--- config.mk ---
export PLATFORM = sky130hd
export DESIGN_NAME = seq_divider_8bit
export DESIGN_NICKNAME = d
export VERILOG_FILES = /design/src/rtl/seq_divider_8bit.sv
export SDC_FILE = /design/constraint.sdc
export NUM_CORES = 1
export LEC_CHECK = 0
export CORE_MARGIN = 2
export CORE_UTILIZATION = 40
export DETAILED_ROUTE_END_ITERATION = 8
export PLACE_DENSITY = 0.73
export SKIP_CTS_REPAIR_TIMING = 1
export SLEW_MARGIN = 20
export SYNTH_ARGS = -nofsm -noshare
export SYNTH_HDL_FRONTEND = slang
export SYNTH_SLANG_ARGS = --single-unit
--- constraint.sdc ---
create_clock -name Clk -period 5.94 [get_ports Clk]
set_clock_uncertainty 0.05 [all_clocks]
set_input_delay 0.594 -clock Clk [delete_from_list [all_inputs] [get_ports Clk]]
set_output_delay 0.594 -clock Clk [all_outputs]
set_load 0.005 [all_outputs]
--- src/rtl/seq_divider_8bit.sv ---
// seq_divider_8bit: sequential restoring divider, one quotient bit per clock.
// It shares the Run/switch-load handshake of the add/shift multiplier: a Run
// rising edge samples A and B, the unit iterates, then results are shown
// while Run is held.
// Optional feature macro: SEQ_DIVIDER_SIGNED_EN (two's complement operands,
// adds a sign-fix state, truncates toward zero).
// Quotient, Remainder and DivZero come straight from registers and keep
// their values in IDLE until the next start.

module seq_divider_8bit #(
    parameter int WIDTH = 8
) (
    input  logic             Clk,
    input  logic             Reset_n,
    input  logic             Run,
    input  logic [WIDTH-1:0] A,
    input  logic [WIDTH-1:0] B,
    output logic [WIDTH-1:0] Quotient,
    output logic [WIDTH-1:0] Remainder,
    output logic             Busy,
    output logic             Done,
    output logic             DivZero
);

    localparam int CW = $clog2(WIDTH + 1);

`ifdef SEQ_DIVIDER_SIGNED_EN
    typedef enum logic [1:0] {S_IDLE, S_DIV, S_FIX, S_DONE} state_t;
`else
    typedef enum logic [1:0] {S_IDLE, S_DIV, S_DONE} state_t;
`endif

    state_t           r_state;
    state_t           w_nextState;
    logic             r_runPrev;
    logic [WIDTH-1:0] r_q;
    logic [WIDTH-1:0] r_m;
    // The restored partial remainder is always below the divisor, so it
    // fits in WIDTH bits; the WIDTH+1-bit value only exists transiently
    // as the shifted remainder and the trial difference.
    logic [WIDTH-1:0] r_rem;
    logic [CW-1:0]    r_count;
    logic [WIDTH-1:0] r_quotient;
    logic [WIDTH-1:0] r_remainder;
    logic             r_divZero;
    logic             w_start;
    logic [WIDTH:0]   w_shifted;
    logic [WIDTH:0]   w_trial;
    logic             w_lastIter;

`ifdef SEQ_DIVIDER_SIGNED_EN
    logic             r_aNeg;
    logic             r_bNeg;
    logic [WIDTH-1:0] w_absA;
    logic [WIDTH-1:0] w_absB;

    assign w_absA = A[WIDTH-1] ? (~A + WIDTH'(1)) : A;
    assign w_absB = B[WIDTH-1] ? (~B + WIDTH'(1)) : B;
`endif

    assign w_start    = Run && !r_runPrev;
    assign w_shifted  = {r_rem, r_q[WIDTH-1]};
    assign w_trial    = w_shifted - {1'b0, r_m};
    assign w_lastIter = (r_count == CW'(WIDTH));

    assign Quotient  = r_quotient;
    assign Remainder = r_remainder;
    assign DivZero   = r_divZero;
    assign Done      = (r_state == S_DONE);
`ifdef SEQ_DIVIDER_SIGNED_EN
    assign Busy      = (r_state == S_DIV) || (r_state == S_FIX);
`else
    assign Busy      = (r_state == S_DIV);
`endif

    // State register; reset drops any division in progress back to IDLE.
    always_ff @(posedge Clk or negedge Reset_n) begin
        if (!Reset_n) begin
            r_state <= S_IDLE;
        end else begin
            r_state <= w_nextState;
        end
    end

    // Next-state logic: start only on a Run rising edge, leave DONE when Run drops.
    always_comb begin
        w_nextState = r_state;
        case (r_state)
            S_IDLE: begin
                if (w_start) begin
                    w_nextState = S_DIV;
                end
            end
            S_DIV: begin
                if (w_lastIter) begin
`ifdef SEQ_DIVIDER_SIGNED_EN
                    w_nextState = S_FIX;
`else
                    w_nextState = S_DONE;
`endif
                end
            end
`ifdef SEQ_DIVIDER_SIGNED_EN
            S_FIX: begin
                w_nextState = S_DONE;
            end
`endif
            S_DONE: begin
                if (!Run) begin
                    w_nextState = S_IDLE;
                end
            end
            default: begin
                w_nextState = S_IDLE;
            end
        endcase
    end

    // Datapath: load operands on start, one restoring step per DIV cycle,
    // and publish the result registers once the last step has settled.
    always_ff @(posedge Clk or negedge Reset_n) begin
        if (!Reset_n) begin
            r_runPrev   <= 1'b0;
            r_q         <= '0;
            r_m         <= '0;
            r_rem       <= '0;
            r_count     <= '0;
            r_quotient  <= '0;
            r_remainder <= '0;
            r_divZero   <= 1'b0;
`ifdef SEQ_DIVIDER_SIGNED_EN
            r_aNeg      <= 1'b0;
            r_bNeg      <= 1'b0;
`endif
        end else begin
            r_runPrev <= Run;
            case (r_state)
                S_IDLE: begin
                    if (w_start) begin
`ifdef SEQ_DIVIDER_SIGNED_EN
                        r_q    <= w_absA;
                        r_m    <= w_absB;
                        r_aNeg <= A[WIDTH-1];
                        r_bNeg <= B[WIDTH-1];
`else
                        r_q    <= A;
                        r_m    <= B;
`endif
                        r_rem     <= '0;
                        r_count   <= '0;
                        r_divZero <= (B == '0);
                    end
                end
                S_DIV: begin
                    if (w_lastIter) begin
`ifndef SEQ_DIVIDER_SIGNED_EN
                        r_quotient  <= r_q;
                        r_remainder <= r_rem;
`endif
                    end else begin
                        if (!w_trial[WIDTH]) begin
                            r_rem <= w_trial[WIDTH-1:0];
                            r_q   <= {r_q[WIDTH-2:0], 1'b1};
                        end else begin
                            r_rem <= w_shifted[WIDTH-1:0];
                            r_q   <= {r_q[WIDTH-2:0], 1'b0};
                        end
                        r_count <= r_count + CW'(1);
                    end
                end
`ifdef SEQ_DIVIDER_SIGNED_EN
                // Sign fix: on divide-by-zero the quotient stays all ones, and
                // negating |A| for a negative A hands back the raw A.
                S_FIX: begin
                    if ((r_aNeg ^ r_bNeg) && !r_divZero) begin
                        r_quotient <= ~r_q + WIDTH'(1);
                    end else begin
                        r_quotient <= r_q;
                    end
                    if (r_aNeg) begin
                        r_remainder <= ~r_rem + WIDTH'(1);
                    end else begin
                        r_remainder <= r_rem;
                    end
                end
`endif
                default: begin
                end
            endcase
        end
    end

endmodule

======== Word level (Yosys, flattened, before mapping) ========
Index checks and enable logic that the tools add are counted.
storage, ports and cells
  bits in registers ....................... 48
  output and inout port bits .............. 19
operators by class
  $add $sub $neg .......................... 2
  equality and inequality tests ........... 7
  mux-type cells .......................... 15
  reduce and logical (&&, ||, !) cells .... 9
operators with widths
  cell                 number
  $mux 8               5
  $pmux 8 s2           2
  $sub 9x8->9          1
  $logic_not 8->1      1
  $mux 4               2
  $pmux 4 s2           1
  $mux 2               3
  $ne 2x2->1 const B   3
  $pmux 2 s3           1
  $reduce_and 3->1     2
  $add 4x1->4 const B  1
  $eq 4x4->1 const B   1
  $reduce_and 2->1     2
  $eq 2x1->1 const B   1
  $eq 2x2->1 const B   1
  $logic_not 2->1      1
  $ne 2x1->1 const B   1
  $reduce_bool 2->1    1
  $logic_and 1x1->1    1
  $logic_not 1->1      1
  $mux 1               1

======== Depth between registers and ports, before layout ========
  word-level depth ........................ 4
  gate-level depth with buffers ........... 9
  depth with buffers taken out ............ 8

======== Worst setup path after synthesis ========
Ideal clock, no wire load.
  path kind ............................... register -> register
  start point ............................. register r_q[7]
  end point ............................... register r_rem[1]
  setup time .............................. 104 ps
  arrival ................................. 2064 ps
  setup slack ............................. 3722 ps
  cell stages (with the launch flop) ...... 9
  path buffers ............................ 0
  clock period less this slack ............ 2218 ps
  cell sequence ........................... dfrtp_1 inv_1 ha_1 fa_1 nand2b_1 a211oi_4 o21bai_2 or4_1 o311ai_1
on the way
  word-level cells in the longest chain between the ends .. 4
RTL lines
  item                    line  RTL
  start, declared         36    logic [WIDTH-1:0] r_q;
  start signal, assigned  163   r_q <= {r_q[WIDTH-2:0], 1'b1};
  start signal, assigned  166   r_q <= {r_q[WIDTH-2:0], 1'b0};
  $sub 9x8->9             63    assign w_trial = w_shifted - {1'b0, r_m};
  $mux 8                  161   if (!w_trial[WIDTH]) begin
  $mux 8                  155   if (w_lastIter) begin
  $pmux 8 s2              137   case (r_state)
  end signal, assigned    162   r_rem <= w_trial[WIDTH-1:0];
  end signal, assigned    165   r_rem <= w_shifted[WIDTH-1:0];
  end, declared           41    logic [WIDTH-1:0] r_rem;
Every way passes these cells. The select of a mux whose other input is x is not followed.
A chain may end at the register's enable or synchronous reset.

======== Worst setup path after layout ========
  start point ............................. register r_state[0]
  end point ............................... output Busy
on the way
  word-level cells in the longest chain between the ends .. 1
RTL lines
  item                    line  RTL
  start, declared         33    state_t r_state;
  start signal, assigned  81    r_state <= w_nextState;
  $eq 2x1->1              73    assign Busy = (r_state == S_DIV);
  end, declared           20    output logic Busy,
Every way passes these cells.

==> metrics.yaml <==
powerDensity_mw_per_mm2: 591
synthFlopType: "dfrtp_1"
syn_area_sq_mm: 0.00252
clk_pin_slew_ns: 0.09
drt_iter0_drc: 104
layout_common_cells: "dfrtp_1 (48), nand2_1 (39), clkdlybuf4s50_1 (36), mux2_2 (16), o21ai_0 (16)"
drt.antenna.violating_nets: 0
cts_tree: "built"
die_h_um: 83.3
port_buffers: 37
synth_top_area_cell: "dfrtp_1"
ys_top_cells_by_area: "dfrtp_1 (48%), mux2_2 (7.2%), nand2_1 (5.8%)"
dp_slack_ns: 3.15
synth_warnings: 0
synth_edf_count: 0
worstReg2RegStart: "r_state[0]$_DFFE_PN0P_"
startpoint_type: "register"
design_area_sq_mm: 0.00306
diodes: 0
cts_buffer_depth: 2
die-area_sq_mm: 0.00694
die_w_um: 83.3
hold_viol: 0
synth_cells: 239
cts_made_buffers: 5
reg2regPathDepth: 5
clock-root-buffer: "clkbuf_8"
cts.sinks: 48
relSlewSlack_pct: 42.2
netlist.area_leader.share_pct: 47.7
grt_pass1_vias: 1895
floorplan.rows: 28
worst_hold_path_type: "input pin to async pin"
switchingPower_mw: 0.745
worstSetupStartpoint: "r_state[0]$_DFFE_PN0P_"
endpoint_kind: "output port"
wl_per_cell_um: 14.9
rsz0062_at_grt: "no"
utilization_pct: 51.1
synth-async-reset-ratio_pct: 100
grt_max_degree: 49
synth.ff_latch_count: 48
hpwl_mm: 3.75
core_sq_mm: 0.00599
vias_per_cell: 5.41
ff2ff_setup_slack_ns: 3.46
cp.arrival_ns: 2.12
gp_congestion: 0.803
vias: 1905
worstPathMaxFanout: 9
seq_area_frac_synth_pct: 47.7
wirelength_mm: 5.23
fin_setup_tns_ns: 0
swShare_pct: 41.2
grt_usage_pct: 16.5
grt-ovfl-total: 0
final_common_cell: "dfrtp_1"
internal-power_mw: 1.06
endpoint: "Busy"
cts_max_level: 2
ys_types: 51
worst_r2r_endpoint: "r_q[0]$_DFFE_PN0P_"
max-cap-violations: 0
p_seq_share_pct: 32.3
start_util_pct: 42.0
drv_slew: 0
antenna_found_initial: 0
status: "finished, final reports clean"
critPathKind: "register to output port"
avgSynthCellArea_sq_um: 10.5
fmax_ghz: 0.362
vdd_drop_max_v: 0.000296
min_period_ns: 2.77
post-route-period-util_pct: 46.5
worstPathRequired_ns: 5.30
worst_pin_slew_ns: 0.866
dpl_cell_area_sq_mm: 0.00295
setup_viol: 0
drtPass1Iterations: 4
ios: 38
clk_latency_ns: 0.31
p_leak_nw: 1.37
synth_fp_nets: 269
p_clk_share_pct: 13.1
drive_gt1_share_pct: 14.4
areaGrowthSynthToFinish_pct: 21.7
grt_pass1_wl_mm: 9.18
nNetsFinal: 306
p_comb_share_pct: 54.6
layout_setup_ws_ns: 3.17
drc: 0
==> layer usage <==
| metal | wire length [um] | global-route usage [%] |
|---|---|---|
| met5 | 0 | 0 |
| met4 | 89 | 7.30 |
| met3 | 211 | 3.38 |
| met2 | 2420 | 24.8 |
| met1 | 2510 | 22.9 |
==> worst max-delay path, stage by stage (launching register included) <==
cell	delay, ns
dfrtp_1	0.44
nor2b_1	0.72
clkdlybuf4s50_1	0.64
==> cell usage after synthesis (all sizes together) (5+ instances only) <==
| library cell | number |
|---|---|
| dfrtp | 48 |
| nand2 | 40 |
| mux2 | 16 |
| o21ai | 16 |
| inv | 14 |
| ha | 10 |
| nor2 | 9 |
| o211ai | 9 |
| buf | 7 |
| mux2i | 6 |
| nand3 | 6 |
| a21oi | 5 |
| nand4 | 5 |
==> worst min path at each step <==
stage,startpoint,slack (ns),cells past startpoint,endpoint
4_1_cts,Reset_n,0.46,1,Quotient[4]$_DFFE_PN0P_
6_report,Reset_n,0.24,1,Quotient[6]$_DFFE_PN0P_
2_1_floorplan,Reset_n,0.25,0,DivZero$_DFFE_PN0P_
3_3_place_gp,DivZero$_DFFE_PN0P_,0.41,2,DivZero$_DFFE_PN0P_
5_1_grt,Reset_n,0.29,1,Quotient[4]$_DFFE_PN0P_
3_5_place_dp,Remainder[6]$_DFFE_PN0P_,0.44,1,Remainder[6]$_DFFE_PN0P_
==> power by group through the flow <==
stage | Sequential, mW | Clock, mW | Combinational, mW
2_1_floorplan | 0.561 | 0 | 0.742
3_5_place_dp | 0.591 | 0 | 0.982
6_report | 0.585 | 0.237 | 0.987
4_1_cts | 0.586 | 0.245 | 0.990
3_3_place_gp | 0.585 | 0 | 0.955
5_1_grt | 0.607 | 0.259 | 1.12
==> cell families after synthesis <==
logic type	after synthesis	synth area share, %
and+or+nand+nor	81	16.9
muxes	22	9.55
adders and majority gates	11	5.77
buffers and inverters	23	4.23
AOI/OAI and AO/OA	49	14.1
xor gates and xnor gates	5	1.74
DFF	48	47.7
==> registers in the layout (all words and copies together) (netlist names) <==
| register | count |
|---|---|
| Quotient | 8 |
| Remainder | 8 |
| r_m | 8 |
| r_q | 8 |
| r_rem | 8 |
| r_count | 4 |
| r_state | 2 |
| DivZero | 1 |
| r_runPrev | 1 |
==> metrics by stage <==
step	hold slack, ns	instances	power [mW]
floorplan	0.248	239	1.30
global placement	0.412	344	1.54
finish	0.242	352	1.81
global route	0.287	352	1.99
detailed placement	0.445	344	1.57
CTS	0.456	352	1.82
==> area by class of cell <==
type	count	area [sq um]
fill	536	2930
multi-input combinational	168	1220
sequential	48	1200
timing repair buffer	39	383
tap	75	93.8
clock buffer	5	68.8
inverter	14	52.6
clock inverter	3	42.5
Power figures use the tool's default switching activity.
